### src/rtl/adder_pkg.sv
// Shared definitions for the chunked ripple adder: FSM state encoding and default geometry.
// Latency: n/a (package only).
// Backpressure: n/a (package only).
package adder_pkg;

    // Default operand width and bits added per cycle.
    localparam int ADDER_WIDTH_DEF = 32;
    localparam int ADDER_CHUNK_DEF = 4;

    // Controller states. The encoding is fixed so the values line up with
    // older code that used plain 2-bit constants.
    typedef enum logic [1:0] {
        ST_IDLE = 2'd0,
        ST_RUN  = 2'd1,
        ST_DONE = 2'd2
    } adder_state_e;

endpackage

### src/rtl/ripple_chunk_adder.sv
// Combinational CHUNK-bit ripple adder built from per-bit full adders.
// Latency: 0 cycles (pure combinational).
// Backpressure: none; it is a pure function of its inputs.
//
// Ports:
//   a, b       CHUNK-bit addends
//   carry_in   carry into bit 0
//   sum        CHUNK-bit result
//   carry_out  carry out of bit CHUNK-1
module ripple_chunk_adder #(
    parameter int CHUNK = 4
) (
    input  logic [CHUNK-1:0] a,
    input  logic [CHUNK-1:0] b,
    input  logic             carry_in,
    output logic [CHUNK-1:0] sum,
    output logic             carry_out
);

    logic [CHUNK:0] carry_chain;

    assign carry_chain[0] = carry_in;

    for (genvar i = 0; i < CHUNK; i++) begin : g_fa
        assign sum[i]           = a[i] ^ b[i] ^ carry_chain[i];
        assign carry_chain[i+1] = (a[i] & b[i]) | (carry_chain[i] & (a[i] ^ b[i]));
    end

    assign carry_out = carry_chain[CHUNK];

endmodule

### src/rtl/seq_chunked_adder.sv
// Multi-cycle adder: adds two WIDTH-bit operands CHUNK bits per clock, carry registered between chunks.
// Latency: result valid WIDTH/CHUNK cycles after acceptance; one operation in flight at a time.
// Backpressure: holds the result in DONE while out_ready=0; in_ready stays low until the result is taken.
//
// Ports:
//   clk, rst_n            clock, asynchronous active-low reset
//   in_valid / in_ready   operand handshake (a, b, carry_in[, op_sub])
//   out_valid / out_ready result handshake (sum, carry_out, overflow)
// Optional feature: define ADDER_SUB_EN to add the op_sub input (a - b when set).
module seq_chunked_adder
    import adder_pkg::*;
#(
    parameter int WIDTH = ADDER_WIDTH_DEF,
    parameter int CHUNK = ADDER_CHUNK_DEF
) (
    input  logic             clk,
    input  logic             rst_n,
    input  logic             in_valid,
    output logic             in_ready,
    input  logic [WIDTH-1:0] a,
    input  logic [WIDTH-1:0] b,
    input  logic             carry_in,
`ifdef ADDER_SUB_EN
    input  logic             op_sub,
`endif
    output logic             out_valid,
    input  logic             out_ready,
    output logic [WIDTH-1:0] sum,
    output logic             carry_out,
    output logic             overflow
);

    localparam int NCHUNK = WIDTH / CHUNK;
    localparam int IDX_W  = (NCHUNK > 1) ? $clog2(NCHUNK) : 1;

    adder_state_e     state_q, state_d;
    logic [IDX_W-1:0] idx_q, idx_d;
    logic [WIDTH-1:0] a_q, a_d;
    logic [WIDTH-1:0] b_q, b_d;
    logic [WIDTH-1:0] sum_q, sum_d;
    logic             carry_q, carry_d;
    logic             ovf_q, ovf_d;

    logic [WIDTH-1:0] b_eff;
    logic             cin_eff;
    logic [CHUNK-1:0] chunk_a, chunk_b, chunk_sum;
    logic             chunk_cout;
    logic             accept, last_chunk;

    // Subtraction is a + ~b + 1, so the initial carry is forced high.
`ifdef ADDER_SUB_EN
    assign b_eff   = op_sub ? ~b : b;
    assign cin_eff = op_sub ? 1'b1 : carry_in;
`else
    assign b_eff   = b;
    assign cin_eff = carry_in;
`endif

    assign in_ready   = (state_q == ST_IDLE);
    assign out_valid  = (state_q == ST_DONE);
    assign accept     = in_valid && in_ready;
    assign last_chunk = (idx_q == IDX_W'(NCHUNK - 1));

    // Select the operand slice for the current chunk index.
    always_comb begin
        chunk_a = '0;
        chunk_b = '0;
        for (int i = 0; i < NCHUNK; i++) begin
            if (idx_q == IDX_W'(i)) begin
                chunk_a = a_q[i*CHUNK +: CHUNK];
                chunk_b = b_q[i*CHUNK +: CHUNK];
            end
        end
    end

    ripple_chunk_adder #(.CHUNK(CHUNK)) u_chunk (
        .a         (chunk_a),
        .b         (chunk_b),
        .carry_in  (carry_q),
        .sum       (chunk_sum),
        .carry_out (chunk_cout)
    );

    always_comb begin
        state_d = state_q;
        idx_d   = idx_q;
        a_d     = a_q;
        b_d     = b_q;
        sum_d   = sum_q;
        carry_d = carry_q;
        ovf_d   = ovf_q;

        case (state_q)
            ST_IDLE: begin
                if (accept) begin
                    a_d     = a;
                    b_d     = b_eff;
                    carry_d = cin_eff;
                    sum_d   = '0;
                    ovf_d   = 1'b0;
                    idx_d   = '0;
                    state_d = ST_RUN;
                end
            end
            ST_RUN: begin
                for (int i = 0; i < NCHUNK; i++) begin
                    if (idx_q == IDX_W'(i)) begin
                        sum_d[i*CHUNK +: CHUNK] = chunk_sum;
                    end
                end
                carry_d = chunk_cout;
                idx_d   = idx_q + 1'b1;
                if (last_chunk) begin
                    // The final chunk carries the result MSB, so signed
                    // overflow is resolved here and then held.
                    ovf_d   = (a_q[WIDTH-1] == b_q[WIDTH-1]) &&
                              (chunk_sum[CHUNK-1] != a_q[WIDTH-1]);
                    state_d = ST_DONE;
                end
            end
            ST_DONE: begin
                if (out_ready) begin
                    state_d = ST_IDLE;
                end
            end
            default: state_d = ST_IDLE;
        endcase
    end

    always_ff @(posedge clk or negedge rst_n) begin
        if (!rst_n) begin
            state_q <= ST_IDLE;
            idx_q   <= '0;
            a_q     <= '0;
            b_q     <= '0;
            sum_q   <= '0;
            carry_q <= 1'b0;
            ovf_q   <= 1'b0;
        end else begin
            state_q <= state_d;
            idx_q   <= idx_d;
            a_q     <= a_d;
            b_q     <= b_d;
            sum_q   <= sum_d;
            carry_q <= carry_d;
            ovf_q   <= ovf_d;
        end
    end

    assign sum       = sum_q;
    assign carry_out = carry_q;
    assign overflow  = ovf_q;

endmodule

### config.mk
export PLATFORM = sky130hd
export DESIGN_NAME = seq_chunked_adder
export DESIGN_NICKNAME = d
export VERILOG_FILES = /design/src/rtl/adder_pkg.sv /design/src/rtl/ripple_chunk_adder.sv /design/src/rtl/seq_chunked_adder.sv
export SDC_FILE = /design/constraint.sdc
export NUM_CORES = 1
export LEC_CHECK = 0
export CAP_MARGIN = 20
export CORE_MARGIN = 2
export CORE_UTILIZATION = 30
export DETAILED_ROUTE_END_ITERATION = 12
export MAX_ROUTING_LAYER = met4
export PLACE_DENSITY = 0.51
export SLEW_MARGIN = 30
export SYNTH_ARGS = -nofsm -noshare
export SYNTH_HDL_FRONTEND = slang
export SYNTH_HIERARCHICAL = 1
export SYNTH_SLANG_ARGS = --single-unit
### constraint.sdc
create_clock -name clk -period 12.6 [get_ports clk]
set_clock_uncertainty 0.15 [all_clocks]
set_input_delay 2.52 -clock clk [delete_from_list [all_inputs] [get_ports clk]]
set_output_delay 2.52 -clock clk [all_outputs]
set_load 0.03 [all_outputs]
[Yosys cells after proc, flatten, opt, wreduce, memory -nomap -nowiden]
Cells that the tools add are included.
Operators by class
  $add $sub $neg: 1
  muxes and demuxes: 37
  eq/ne operators: 21
  reductions and logical operators: 16
  bitwise logic cells: 20
Operators with widths (number)
  2-to-1 mux 4 bit: 24
  one-hot mux 32 bit (2 select lines): 1
  2-to-1 mux 32 bit: 1
  AND reduction 3 bit: 9
  != test 2 bit, second input constant: 8
  == test 3 bit, second input constant: 4
  AND 1 bit: 8
  XOR 1 bit: 8
  == test 3 x 2 -> 1 bit, second input constant: 2
  2-to-1 mux 2 bit: 3
  one-hot mux 2 bit (3 select lines): 1
  one-hot mux 3 bit (2 select lines): 1
  != test 2 x 1 -> 1 bit, second input constant: 2
  bitwise OR 1 bit: 4
  one-hot mux 1 bit (2 select lines): 2
  AND reduction 2 bit: 2
  adder 3 x 1 -> 3 bit, second input constant: 1
  == test 3 x 1 -> 1 bit, second input constant: 1
  zero test 3 bit: 1
  2-to-1 mux 1 bit: 3
  2-to-1 mux 3 bit: 1
  == test 2 x 1 -> 1 bit, second input constant: 1
  == test 2 bit, second input constant: 1
  logical AND 1 bit: 2
  4 further kinds: 4
Word-level totals
  word-level logic and storage cells: 109
  bits of input ports: 69
  flip-flop bits (word level): 103
  output and inout port bits: 36

[Depth between registers and ports, before layout]
  depth in word-level cells: 21
  gate-level depth with buffers: 20
  depth with buffers taken out: 16

[Hierarchy]
Netlist, hierarchy kept.
By module, submodules not included
  seq_chunked_adder: cells an instance 534, seq. area each 2577.5 um^2, area an instance 4883.4 um^2, times used 1
  ripple_chunk_adder: cells an instance 14, seq. area each 0.0 um^2, area an instance 117.6 um^2, times used 1

[Least setup slack after synthesis]
Ideal clock, no wire load.
  path kind: reg-to-reg
  from: reg idx_q[0]
  to: reg ovf_q, in the netlist overflow
  data required time: 12.329 ns
  buffers on the path: 3
  data arrival time: 3.695 ns
  stages on the path, launching flop included: 19
  slack: 8.634 ns
  clock period less this slack: 3.966 ns
  library setup time: 0.121 ns
  path through: dfrtp_1 ha_1 ha_1 clkbuf_1 buf_2 a21oi_1 nand4_1 o221a_2 fa_1 inv_1 fa_1 inv_1 fa_1 inv_1 fa_1 inv_1 clkbuf_1 o22ai_1 a22o_1
On the way
  word-level cells in the longest chain between the ends: 21
  elaborated cells on any way between the ends: 44
  those cells by class: eq/ne (9); mux (18); bitwise (14); reduce/logical (3)
Ends and longest elaborated chain
  start, declared: RTL line seq_chunked_adder.sv:37  | logic [IDX_W-1:0] idx_q, idx_d;
  start signal, assigned: RTL line seq_chunked_adder.sv:141  | idx_q <= idx_d;
  zero test 3 bit: RTL line seq_chunked_adder.sv:69  | if (idx_q == IDX_W'(i)) begin
  2-to-1 mux 4 bit (7 in a row): RTL line seq_chunked_adder.sv:69
  2-to-1 mux 4 bit *: RTL line seq_chunked_adder.sv:69
  via chunk_a[0]: RTL line seq_chunked_adder.sv:46  | logic [CHUNK-1:0] chunk_a, chunk_b, chunk_sum;
  XOR 1 bit: RTL line ripple_chunk_adder.sv:26  | assign carry_chain[i+1] = (a[i] & b[i]) | (carry_chain[i] & (a[i] ^ b[i]));
  AND 1 bit: RTL line ripple_chunk_adder.sv:26
  bitwise OR 1 bit *: RTL line ripple_chunk_adder.sv:26
  AND 1 bit *: RTL line ripple_chunk_adder.sv:26
  bitwise OR 1 bit *: RTL line ripple_chunk_adder.sv:26
  AND 1 bit *: RTL line ripple_chunk_adder.sv:26
  bitwise OR 1 bit *: RTL line ripple_chunk_adder.sv:26
  XOR 1 bit *: RTL line ripple_chunk_adder.sv:25  | assign sum[i] = a[i] ^ b[i] ^ carry_chain[i];
  via chunk_sum[3]: RTL line seq_chunked_adder.sv:46
  != test 1 bit *: RTL line seq_chunked_adder.sv:117  | (chunk_sum[CHUNK-1] != a_q[WIDTH-1]);
  logical AND 1 bit *: RTL line seq_chunked_adder.sv:116  | ovf_d = (a_q[WIDTH-1] == b_q[WIDTH-1]) &&
  2-to-1 mux 1 bit *: RTL line seq_chunked_adder.sv:113  | if (last_chunk) begin
  one-hot mux 1 bit (2 select lines) *: RTL line seq_chunked_adder.sv:93  | case (state_q)
  end signal, assigned: RTL line seq_chunked_adder.sv:146  | ovf_q <= ovf_d;
  end, declared: RTL line seq_chunked_adder.sv:42  | logic ovf_q, ovf_d;
Mark *: on every way through the listed nets, which the timed path passes. The rest lies on a longest branch. The select of a mux whose other input is x is not followed.
A chain may end at the register's enable or synchronous reset.

[Worst setup path after layout]
  from: reg idx_q[2]
  to: reg sum_q[11], in the netlist sum[11]
On the way
  word-level cells in the longest chain between the ends: 19
  elaborated cells on any way between the ends: 42
  those cells by class: eq/ne (8); mux (18); bitwise (14); reduce/logical (2)
Ends and longest elaborated chain
  zero test 3 bit: RTL line seq_chunked_adder.sv:69
  2-to-1 mux 4 bit (7 in a row): RTL line seq_chunked_adder.sv:69
  2-to-1 mux 4 bit *: RTL line seq_chunked_adder.sv:69
  via chunk_b[0]: RTL line seq_chunked_adder.sv:46
  XOR 1 bit: RTL line ripple_chunk_adder.sv:26
  AND 1 bit: RTL line ripple_chunk_adder.sv:26
  bitwise OR 1 bit *: RTL line ripple_chunk_adder.sv:26
  AND 1 bit *: RTL line ripple_chunk_adder.sv:26
  bitwise OR 1 bit *: RTL line ripple_chunk_adder.sv:26
  AND 1 bit *: RTL line ripple_chunk_adder.sv:26
  bitwise OR 1 bit *: RTL line ripple_chunk_adder.sv:26
  XOR 1 bit *: RTL line ripple_chunk_adder.sv:25
  via chunk_sum[3]: RTL line seq_chunked_adder.sv:46
  2-to-1 mux 4 bit *: RTL line seq_chunked_adder.sv:107  | if (idx_q == IDX_W'(i)) begin
  one-hot mux 32 bit (2 select lines) *: RTL line seq_chunked_adder.sv:93
  end signal, assigned: RTL line seq_chunked_adder.sv:144  | sum_q <= sum_d;
  end, declared: RTL line seq_chunked_adder.sv:40  | logic [WIDTH-1:0] sum_q, sum_d;
Marked as above.

==> results.toml <==
[worst_setup_path]
crit_type = "reg -> reg"
r2r-end = "sum[11]"
critPathLaunchType = "flop"
worst_setup_path_end_kind = "flop"
required_ns = 12.69
crit_path_start = "idx_q[2]"
critPathCapture = "sum[11]"
r2r_slack_ns = 7.88
reg2reg_from = "idx_q[2]"
cp.arrival_ns = 4.81
worstPathMaxFanout = 30
r2r_cells = 15

[yosys]
synth_top_area_share_pct = 51.54
syn_inst = 548
yosys_warnings = 6
synth_cell_types = 41
synth_common_cells = "nand2_1, dfrtp_1, a22o_1"
synth-edff-count = 0
synth-seq-cells = 103
async_flop_share_pct = 100.0
ys.flop_type = "dfrtp_1"
synth_top_cell_by_area = "dfrtp_1"
synthTopCellsByArea = "dfrtp_1, nand2_1, a22o_1"
syn_avg_cell_area_um2 = 9.126
yosysMostFrequentCell = "nand2_1"
synth_area_um2 = 5001
ys_seq_area_share_pct = 51.54
syn_nets = 627

[clock_tree]
post_cts_buffers = 0
insertion_delay_ns = 0.35
htree_levels = 3
cts_tree = "yes"
cts_made_buffers = 9
cts.sinks = 103
path_clk_slew_ns = 0.07
cts-root-buf = "clkbuf_16"
ctsHoldBuffers = 0
cts_buffer_depth = 2
cts-resized-gates = 0

[placed_design]
portBuffers = 104
hpwl_mm = 10.01
place_congestion = 0.8098
place_area_um2 = 6172

[global_route]
use_met1_pct = 21.53
overflow = 0
grt_max_degree = 72
grt_pass1_vias = 4231
top_usage_layer = "met2"
grt_pass1_wl_mm = 22.24
antenna_found_initial = 0
use_met3_pct = 3.501
grt_use_met2_pct = 25.62
gr-usage-all-layers_pct = 16.77

[power_and_ir_drop]
peakVddDrop_mv = 0.1668
power_leakage_nw = 3.057
power.density_nw_per_um2 = 277.7

[min_path]
hold_path_depth = 2
hold_class = "reg -> reg"
hp-start = "b_q[3]"

[status]
status = "finished, final reports clean"

[floorplanning]
dieArea_um2 = 17720
ios = 105
placeableCoreArea_um2 = 16470
die_w_um = 133.1
start_util_pct = 30.37
die_h_um = 133.1
row_count = 47

[layout]
regArea_um2 = 2577
final_cell_area_um2 = 6460
fillers = 1646
layout-drive-gt1-share_pct = 4.567
syn_to_final_growth_pct = 29.17
fin_nets = 709
multi_input_area_um2 = 2165
diodes = 0

[drt]
wl_mm = 14.01
drc = 0
dr.pass1.iters = 4
drt_iter0_drc = 290
via_per_inst = 4.812
ant_nets = 0
wl_per_cell_um = 16.39
vias = 4114

[timing]
setup_viol = 0
rsz0062_at_grt = "no"
maxSlewHeadroom_pct = 43.31
slew_violations = 0
worstMarginPinSlew_ns = 0.8504
min_period_over_period_pct = 37.43
fmax_ghz = 0.2120
tns_ns = 0
hold_viol = 0
layout_min_cycle_time_ns = 4.717

[run]
max_cap_viol_count = 0
## critical path: stages (launching register included)
cell,delay (ns)
dfrtp_1,0.90
inv_1,0.16
ha_1,0.50
or4bb_1,0.58
nand4_1,0.12
o221a_2,0.23
fa_1,0.17
inv_1,0.05
fa_1,0.35
inv_1,0.08
fa_1,0.17
inv_1,0.05
fa_1,0.47
inv_1,0.16
a22o_1,0.25
a22o_1,0.22
## cells by family after synthesis
kind of cell | after synthesis | synth area share [%]
compound gates | 81 | 12.91
buf+inv | 58 | 5.179
flops | 103 | 51.54
simple gates | 296 | 27.27
fa+ha+maj | 10 | 3.102
## metrics by stage
step	total power [mW]	hold WS, ns	setup slack [ns]	instances	utilization, %
2_1_floorplan	1.207	0.2879	8.634	548	-
3_3_place_gp	1.529	0.3087	8.042	839	37.48
3_5_place_dp	1.544	0.3125	7.926	839	37.48
4_1_cts	1.823	0.3287	7.895	855	39.23
5_1_grt	1.934	0.3541	7.594	855	39.23
6_report	1.794	0.3214	7.883	855	39.23
## registers in the layout, summed over array words and instances, names as in the netlist
name / flops
a_q: 32
b_q: 32
carry_out: 1
idx_q: 3
overflow: 1
state_q: 2
sum: 32
## cell type report
| class | instances | area share (%) |
|---|---|---|
| flip-flops and latches | 103 | 39.90 |
| repair buffers | 110 | 16.77 |
| multi-input cells | 387 | 33.51 |
| well taps | 220 | 4.261 |
| inverters | 19 | 1.104 |
| clock inverters | 2 | 0.2131 |
| clock buffers | 14 | 4.242 |
## cells in the final DEF, fill, tap and decap left out, drive strengths merged, types with 6 or more instances in the layout
cell,Yosys,routed
a21o,6,6
a21oi,12,12
a22o,25,25
a32o,7,7
buf,24,7
clkbuf,15,14
clkdlybuf4s50,0,103
dfrtp,103,103
ha,6,6
inv,19,19
nand2,219,219
nand3,14,14
nand3b,7,7
nor2b,11,11
nor3b,10,10
o21ai,8,8
## how the worst min path moves through the flow
stage | to | slack [ns]
2_1_floorplan | a_q[2] | 0.29
3_3_place_gp | a_q[2] | 0.31
3_5_place_dp | b_q[3] | 0.31
4_1_cts | b_q[3] | 0.33
5_1_grt | a_q[3] | 0.35
6_report | b_q[3] | 0.32
## routing by layer
metal,vias up,routed length [um]
li1,2011,-
met1,1956,6373
met2,122,6594
met3,25,688
met4,0,356
met5,-,0
## power breakdown
part | switching, mW | leakage (nW) | internal [mW]
Clock | 0.120 | 0.143 | 0.150
Combinational | 0.577 | 1.60 | 0.352
Sequential | 0.121 | 1.31 | 0.473
Total | 0.818 | 3.06 | 0.975
No activity file was read; power rests on OpenSTA's default activity.
